--- config.mk ---
export PLATFORM = sky130hd
export DESIGN_NAME = dt_skel
export DESIGN_NICKNAME = d
export VERILOG_FILES = /design/src/rtl/dt_skel.sv
export SDC_FILE = /design/constraint.sdc
export NUM_CORES = 1
export LEC_CHECK = 0
export BUFFER_PORTS_ARGS = -buffer_cell sky130_fd_sc_hd__buf_4
export CORE_MARGIN = 3
export CORE_UTILIZATION = 58
export DETAILED_ROUTE_END_ITERATION = 10
export GPL_TIMING_DRIVEN = 0
export MAX_ROUTING_LAYER = met4
export PLACE_DENSITY = 0.89
export SETUP_SLACK_MARGIN = 0.15
export SLEW_MARGIN = 10
export SYNTH_ARGS = -nofsm -noshare
export SYNTH_HDL_FRONTEND = slang
export SYNTH_SLANG_ARGS = --single-unit
--- constraint.sdc ---
create_clock -name clk -period 3.4 [get_ports clk]
set_input_delay 0.68 -clock clk [delete_from_list [all_inputs] [get_ports clk]]
set_output_delay 0.68 -clock clk [all_outputs]
set_load 0.005 [all_outputs]
--- src/rtl/dt_skel.sv ---
// Skeleton scan over the 128x128 distance-transform result: an interior pixel is kept when it
// is non-zero and not smaller than any of its N/W/E/S neighbours; bits are packed 16 per word.
module dt_skel (
    input  logic        clk,
    input  logic        reset,
    input  logic        start,
    output logic        busy,
    output logic        done,
    output logic        res_rd,
    output logic [13:0] res_addr,
    input  logic [7:0]  res_di,
    output logic        sk_wr,
    output logic [9:0]  sk_addr,
    output logic [15:0] sk_do,
    output logic [7:0]  max_dist,
    output logic [13:0] sk_cnt
);

    typedef enum logic [2:0] {IDLE, RD_C, RD_NB, EVAL, WRITE, FIN} state_t;

    state_t      state, state_nx;
    logic [13:0] pos;
    logic [6:0]  row, col;
    logic [1:0]  nb_idx;
    logic [7:0]  centre;
    logic        ge_all;
    logic [15:0] word_sr;
    logic        border;
    logic        rd_nx;
    logic [13:0] addr_nx;
    logic        pix_done;
    logic        pix_bit;

    assign row    = pos[13:7];
    assign col    = pos[6:0];
    assign border = (row == 7'd0) || (row == 7'd127) || (col == 7'd0) || (col == 7'd127);
    assign busy   = (state != IDLE) && (state != FIN);
    assign done   = (state == FIN);

    always_ff @(posedge clk or negedge reset) begin
        if (!reset) state <= IDLE;
        else        state <= state_nx;
    end

    // Read data for the address shown in a cycle is consumed at the end of that same cycle.
    always_comb begin
        state_nx = state;
        rd_nx    = 1'b0;
        addr_nx  = res_addr;
        pix_done = 1'b0;
        pix_bit  = 1'b0;
        case (state)
            IDLE: if (start) state_nx = RD_C;
            RD_C: begin
                if (border) begin
                    pix_done = 1'b1;
                end else begin
                    rd_nx    = 1'b1;
                    addr_nx  = pos;
                    state_nx = RD_NB;
                end
            end
            RD_NB: begin
                case (nb_idx)
                    2'd0: begin
                        if (res_di == 8'd0) begin
                            pix_done = 1'b1;
                        end else begin
                            rd_nx   = 1'b1;
                            addr_nx = pos - 14'd128;
                        end
                    end
                    2'd1: begin
                        rd_nx   = 1'b1;
                        addr_nx = pos - 14'd1;
                    end
                    2'd2: begin
                        rd_nx   = 1'b1;
                        addr_nx = pos + 14'd1;
                    end
                    default: begin
                        rd_nx    = 1'b1;
                        addr_nx  = pos + 14'd128;
                        state_nx = EVAL;
                    end
                endcase
            end
            EVAL: begin
                pix_done = 1'b1;
                pix_bit  = ge_all && (centre >= res_di);
            end
            WRITE:   state_nx = (pos == 14'h3FFF) ? FIN : RD_C;
            FIN:     state_nx = IDLE;
            default: state_nx = IDLE;
        endcase
        if (pix_done) state_nx = (col[3:0] == 4'hF) ? WRITE : RD_C;
    end

    always_ff @(posedge clk or negedge reset) begin
        if (!reset) begin
            res_rd   <= 1'b0;
            res_addr <= 14'd0;
            sk_wr    <= 1'b0;
            sk_addr  <= 10'd0;
            sk_do    <= 16'd0;
            max_dist <= 8'd0;
            sk_cnt   <= 14'd0;
            pos      <= 14'd0;
            nb_idx   <= 2'd0;
            centre   <= 8'd0;
            ge_all   <= 1'b0;
            word_sr  <= 16'd0;
        end else begin
            res_rd   <= rd_nx;
            res_addr <= addr_nx;
            sk_wr    <= 1'b0;
            case (state)
                IDLE: begin
                    if (start) begin
                        max_dist <= 8'd0;
                        sk_cnt   <= 14'd0;
                        pos      <= 14'd0;
                        word_sr  <= 16'd0;
                    end
                end
                RD_C: nb_idx <= 2'd0;
                RD_NB: begin
                    nb_idx <= nb_idx + 2'd1;
                    if (nb_idx == 2'd0) begin
                        centre <= res_di;
                        ge_all <= 1'b1;
                        if (res_di > max_dist) max_dist <= res_di;
                    end else begin
                        ge_all <= ge_all && (centre >= res_di);
                    end
                end
                WRITE: pos <= pos + 14'd1;
                default: ;
            endcase
            // The word is flushed from the WRITE state, which also advances the position.
            if (pix_done) begin
                word_sr <= {word_sr[14:0], pix_bit};
                if (pix_bit) sk_cnt <= sk_cnt + 14'd1;
                if (col[3:0] == 4'hF) begin
                    sk_wr   <= 1'b1;
                    sk_addr <= {row, col[6:4]};
                    sk_do   <= {word_sr[14:0], pix_bit};
                end else begin
                    pos <= pos + 14'd1;
                end
            end
        end
    end

endmodule
Word level (Yosys, flattened, before mapping):

Cells that the tools add are included.

* reductions and logical operators: 22
* order comparisons: 2
* eq/ne operators: 21
* add/sub/neg operators: 6
* multiplexer cells: 39

Operators by type and width (count)
* 2-to-1 mux 14 bit: 9
* one-hot mux 14 bit (2 select lines): 2
* 2-to-1 mux 15 bit: 3
* one-hot mux 14 bit (3 select lines): 1
* adder 14 x 1 -> 14 bit, second input constant: 2
* 2-to-1 mux 8 bit: 3
* 2-to-1 mux 3 bit: 6
* one-hot mux 8 bit (2 select lines): 1
* inequality test 3 bit, second input constant: 5
* one-hot mux 3 bit (5 select lines): 1
* adder 14 x 8 -> 14 bit, second input constant: 1
* equality test 14 bit, second input constant: 1
* equality test 7 bit, second input constant: 2
* logical NOT 7 bit: 2
* subtractor 14 x 1 -> 14 bit, second input constant: 1
* subtractor 14 x 8 -> 14 bit, second input constant: 1
* 2-to-1 mux 1 bit: 10
* inequality test 2 bit, second input constant: 5
* >= comparator 8 bit: 1
* > comparator 8 bit: 1
* logical NOT 8 bit: 1
* AND reduction 4 bit: 2
* nonzero test 2 bit: 4
* equality test 3 x 2 -> 1 bit, second input constant: 2
* other kinds (17): 23

* output and inout bits: 66
* word-level logic and storage cells: 103
* register bits: 107

Logic depth before layout (Yosys ltp):

* word-level depth: 8
* depth in mapped cells: 11
* mapped depth without buffers: 10

Worst setup path before layout:

Ideal clock, no wire load.

* path kind: register to register
* start: reg pos[0]
* end: reg sk_addr[7]
* setup slack: 840 ps
* data arrival time: 2433 ps
* buffers on the path: 3
* stages on the path, launching flop included: 12
* setup time: 128 ps
* cell sequence: dfrtp_1 clkbuf_1 inv_1 ha_1 nor3b_2 a22o_1 o31ai_1 a21oi_2 and2_1 buf_6 buf_6 mux2_1

* cells in the longest elaborated chain, start to end: 6

Ends and longest elaborated chain
* start: declaration: line 22 `logic [13:0] pos;`
* start signal: assignment: line 137 `WRITE: pos <= pos + 14'd1;`
* start signal: assignment: line 149 `pos <= pos + 14'd1;`
* logical NOT 7 bit: line 36 `assign border = (row == 7'd0) || (row == 7'd127) || (col == 7'd0) || (col == 7'd127);`
* logical OR 1 bit (2 in series): line 36
* 2-to-1 mux 1 bit: line 55 `if (border) begin`
* one-hot mux 1 bit (3 select lines): line 52 `case (state)`
* AND reduction 2 bit (no source line) (*)
* end signal: assignment: line 146 `sk_addr <= {row, col[6:4]};`
* end: declaration: line 13 `output logic [9:0] sk_addr,`

Mark *: on every way between the ends. The rest lies on a longest branch, timed or not.
A chain may end at the register's enable or synchronous reset.

Worst setup path in the final report:

Same ends and word-level chain as after synthesis.

==> flow_metrics.env <==
export IMPL_grt_pass1_vias=5021
export IMPL_ant_nets=0
export IMPL_grt_pass1_wl_um=24800
export IMPL_setup_viol=0
export IMPL_hold_viol_final=0
export IMPL_yosysTopAreaCellShare_pct=44.8
export IMPL_synth_common_cells="107 x dfrtp_1, 77 x nand2_1, 53 x o21ai_0, 32 x inv_1, 29 x clkbuf_1"
export IMPL_worstMarginPinSlew_ps=952
export IMPL_avgSynthCellArea_sq_um=9.60
export IMPL_ios=77
export IMPL_ys_flop_type="dfrtp_1"
export IMPL_nFillCells=769
export IMPL_cts_buffer_depth=2
export IMPL_r2r_end="sk_addr[7]"
export IMPL_die_w_um=108
export IMPL_numCtsBuffers=9
export IMPL_cts_tree="done"
export IMPL_vias=5219
export IMPL_grt_setup_unrepaired="false"
export IMPL_place_congestion=0.940
export IMPL_synth_fp_nets=663
export IMPL_synth_distinct_cells=60
export IMPL_fmax_ghz=0.324
export IMPL_dp_hpwl_um=10800
export IMPL_io_buffers=76
export IMPL_yosys_top_cells_area="dfrtp_1 45%, ha_1 5.9%, nand2_1 4.8%"
export IMPL_yosys_warnings=0
export IMPL_htreeDepth=3
export IMPL_hold_worst_slack_ps=377
export IMPL_ff2ff_path_depth=11
export IMPL_status="finished clean"
export IMPL_layout_nets=750
export IMPL_required_ps=3670
export IMPL_core_rowCount=36
export IMPL_yosysSeqAreaShare_pct=44.8
export IMPL_diodes=0
export IMPL_p_leak_nw=3.30
export IMPL_worst_path_max_delay_cell="nor3b_2"
export IMPL_end_kind="flop"
export IMPL_synthArstFlopShare_pct=100
export IMPL_post_cts_buffers=0
export IMPL_clk_pin_slew_worst_paths_ps=120
export IMPL_yosysMostFrequentCell="dfrtp_1"
export IMPL_remaining_drc_errors=0
export IMPL_die_area_sq_um=11600
export IMPL_grt_max_degree=108
export IMPL_cp_max_fo=10
export IMPL_r2r_start="pos[0]"
export IMPL_globalRouteOverflowTotal=0
export IMPL_viasPerCell=6.15
export IMPL_postCtsHoldBufs=0
export IMPL_drv_cap=0
export IMPL_ctsRootBufferMaster="clkbuf_8"
export IMPL_finalCritPeriodShare_pct=90.7
export IMPL_crit_chain="clkbuf_1 -> inv_1 -> ha_1 -> nor3b_2 -> a22o_1 -> o31ai_1 -> a21oi_2 -> and2_1 -> buf_6 -> buf_6 -> mux2_1"
export IMPL_synth_edf_count=0
export IMPL_r2r_slack_ps=320
export IMPL_syn_area_sq_um=5980
export IMPL_netlist_instances=623
export IMPL_finalClockSkew_ps=12.4
export IMPL_slowest_delay_ps=500
export IMPL_min_period_ps=3080
export IMPL_area_growth_pct=16.1
export IMPL_cp_buffers_inverters=4
export IMPL_routed_wl_um=14900
export IMPL_routedWlPerCell_um=17.6
export IMPL_first_pass_iters=7
export IMPL_tns_ps=0
export IMPL_cts_sinks=107
export IMPL_ctsResizeCount=0
export IMPL_path_common_cell="buf_6"
export IMPL_grt_usage_pct=27.3
export IMPL_clk_latency_ps=390
export IMPL_crit_type="reg2reg"
export IMPL_initial_core_util_pct=60.4
export IMPL_dr_first_iter_drc_count=379
export IMPL_die_y_um=108
export IMPL_core_sq_um=9910
export IMPL_ys_seq_elements=107
export IMPL_layout_drive_gt1_share_pct=17.5
export IMPL_arrival_ps=3350
export IMPL_drv_slew=0
export IMPL_hold_path_class="in2async"
export IMPL_startpoint_type="flop"
export IMPL_critPathTopFamily="compound AO/OA/AOI/OAI gates"
export IMPL_ir_drop_mv=0.335
export IMPL_antenna_found_initial=0
export IMPL_p_per_area_nw_per_um2=568
export IMPL_slew_headroom_pct=36.4
export IMPL_synth_largest_area_cell="dfrtp_1"
[worst max-delay path by stage]
stage,cells past startpoint,slack [ps],start,to
final,11,320,pos[0],sk_addr[7]
after global routing,11,150,pos[0],sk_do[4]
after CTS,11,260,nb_idx[0],sk_addr[7]
after detailed placement,11,270,nb_idx[0],sk_do[7]
after global placement,11,440,pos[0],sk_addr[9]
after floorplan,11,840,pos[0],sk_addr[7]
[layer usage]
metal / global-route usage, % / part of all wire [%] / routed length (um)
met2: 43.5 / 50 / 7410
met1: 36.9 / 42 / 6200
met4: 7.39 / 1.3 / 193
met3: 4.02 / 7.5 / 1130
met5: - / 0 / 0
[sequential cells by signal, indices dropped and copies added (netlist names), 8 cells and up, named ones only]
name	cells
sk_cnt	14
max_dist	8
sk_do	16
sk_addr	10
centre	8
word_sr	15
pos	13
res_addr	14
[cell usage in the layout, fill, tap and decap left out, types with 4 or more instances in the layout]
cell	instances
a211oi_1	4
a21oi_1	28
a221oi_1	5
a22o_1	13
a22oi_1	6
a31oi_1	5
and3_1	17
and4_1	5
buf_2	4
buf_4	75
buf_6	4
clkbuf_1	29
clkbuf_8	9
dfrtp_1	107
ha_1	27
inv_1	32
mux2_1	18
mux2_2	17
mux2i_1	13
nand2_1	77
nand2b_1	4
nand3_1	24
nand4_1	9
nor2_1	23
nor2b_1	8
nor3_1	13
o211ai_1	6
o21ai_0	53
o21bai_1	4
o22ai_1	5
o31ai_1	8
xnor2_1	4
xor2_1	5
[area by class of cell]
cell class	count	area [sq um]	area share [%]
Inverter	33	124	1.78
Timing Repair Buffer	76	574	8.27
Sequential cell	107	2680	38.6
Clock buffer	9	124	1.78
Buffer	38	170	2.45
Tap cell	133	166	2.40
Clock inverter	7	93.8	1.35
Multi-Input combinational cell	445	3010	43.4
[through the flow]
step	std cells	util, %	setup slack (ps)	instance area (sq um)	total power, mW
floorplan	623	-	840	5980	2.60
global placement	832	67.8	440	6720	3.05
detailed placement	832	67.9	274	6720	3.13
CTS	848	70.1	258	6940	3.95
global route	848	70.1	153	6940	4.21
finish	848	70.1	318	6940	3.94
[power breakdown]
part           switching (mW)  total, mW  internal [mW]
clock network           0.524      0.828          0.304
logic                   0.853       1.45          0.596
registers               0.161       1.66           1.50
total                    1.54       3.94           2.40
[worst register-to-register path: cells and delay by family (launching register included)]
family	cells	cell delay [ps]
buf+inv	4	590
fa+ha+maj	1	190
mux	1	330
simple gates	2	690
flops	1	400
compound gates	3	760
[cell families after synthesis]
kind of cell / after synthesis / synth area share (%)
AO/OA/AOI/OAI: 157 / 16.8
multiplexers: 48 / 8.76
XOR/XNOR: 9 / 1.32
adder cells (fa/ha/maj): 29 / 6.19
buffers and inverters: 71 / 4.91
flip-flops: 107 / 44.8
AND/OR/NAND/NOR: 202 / 17.3
(Power assumes the default switching activity.)
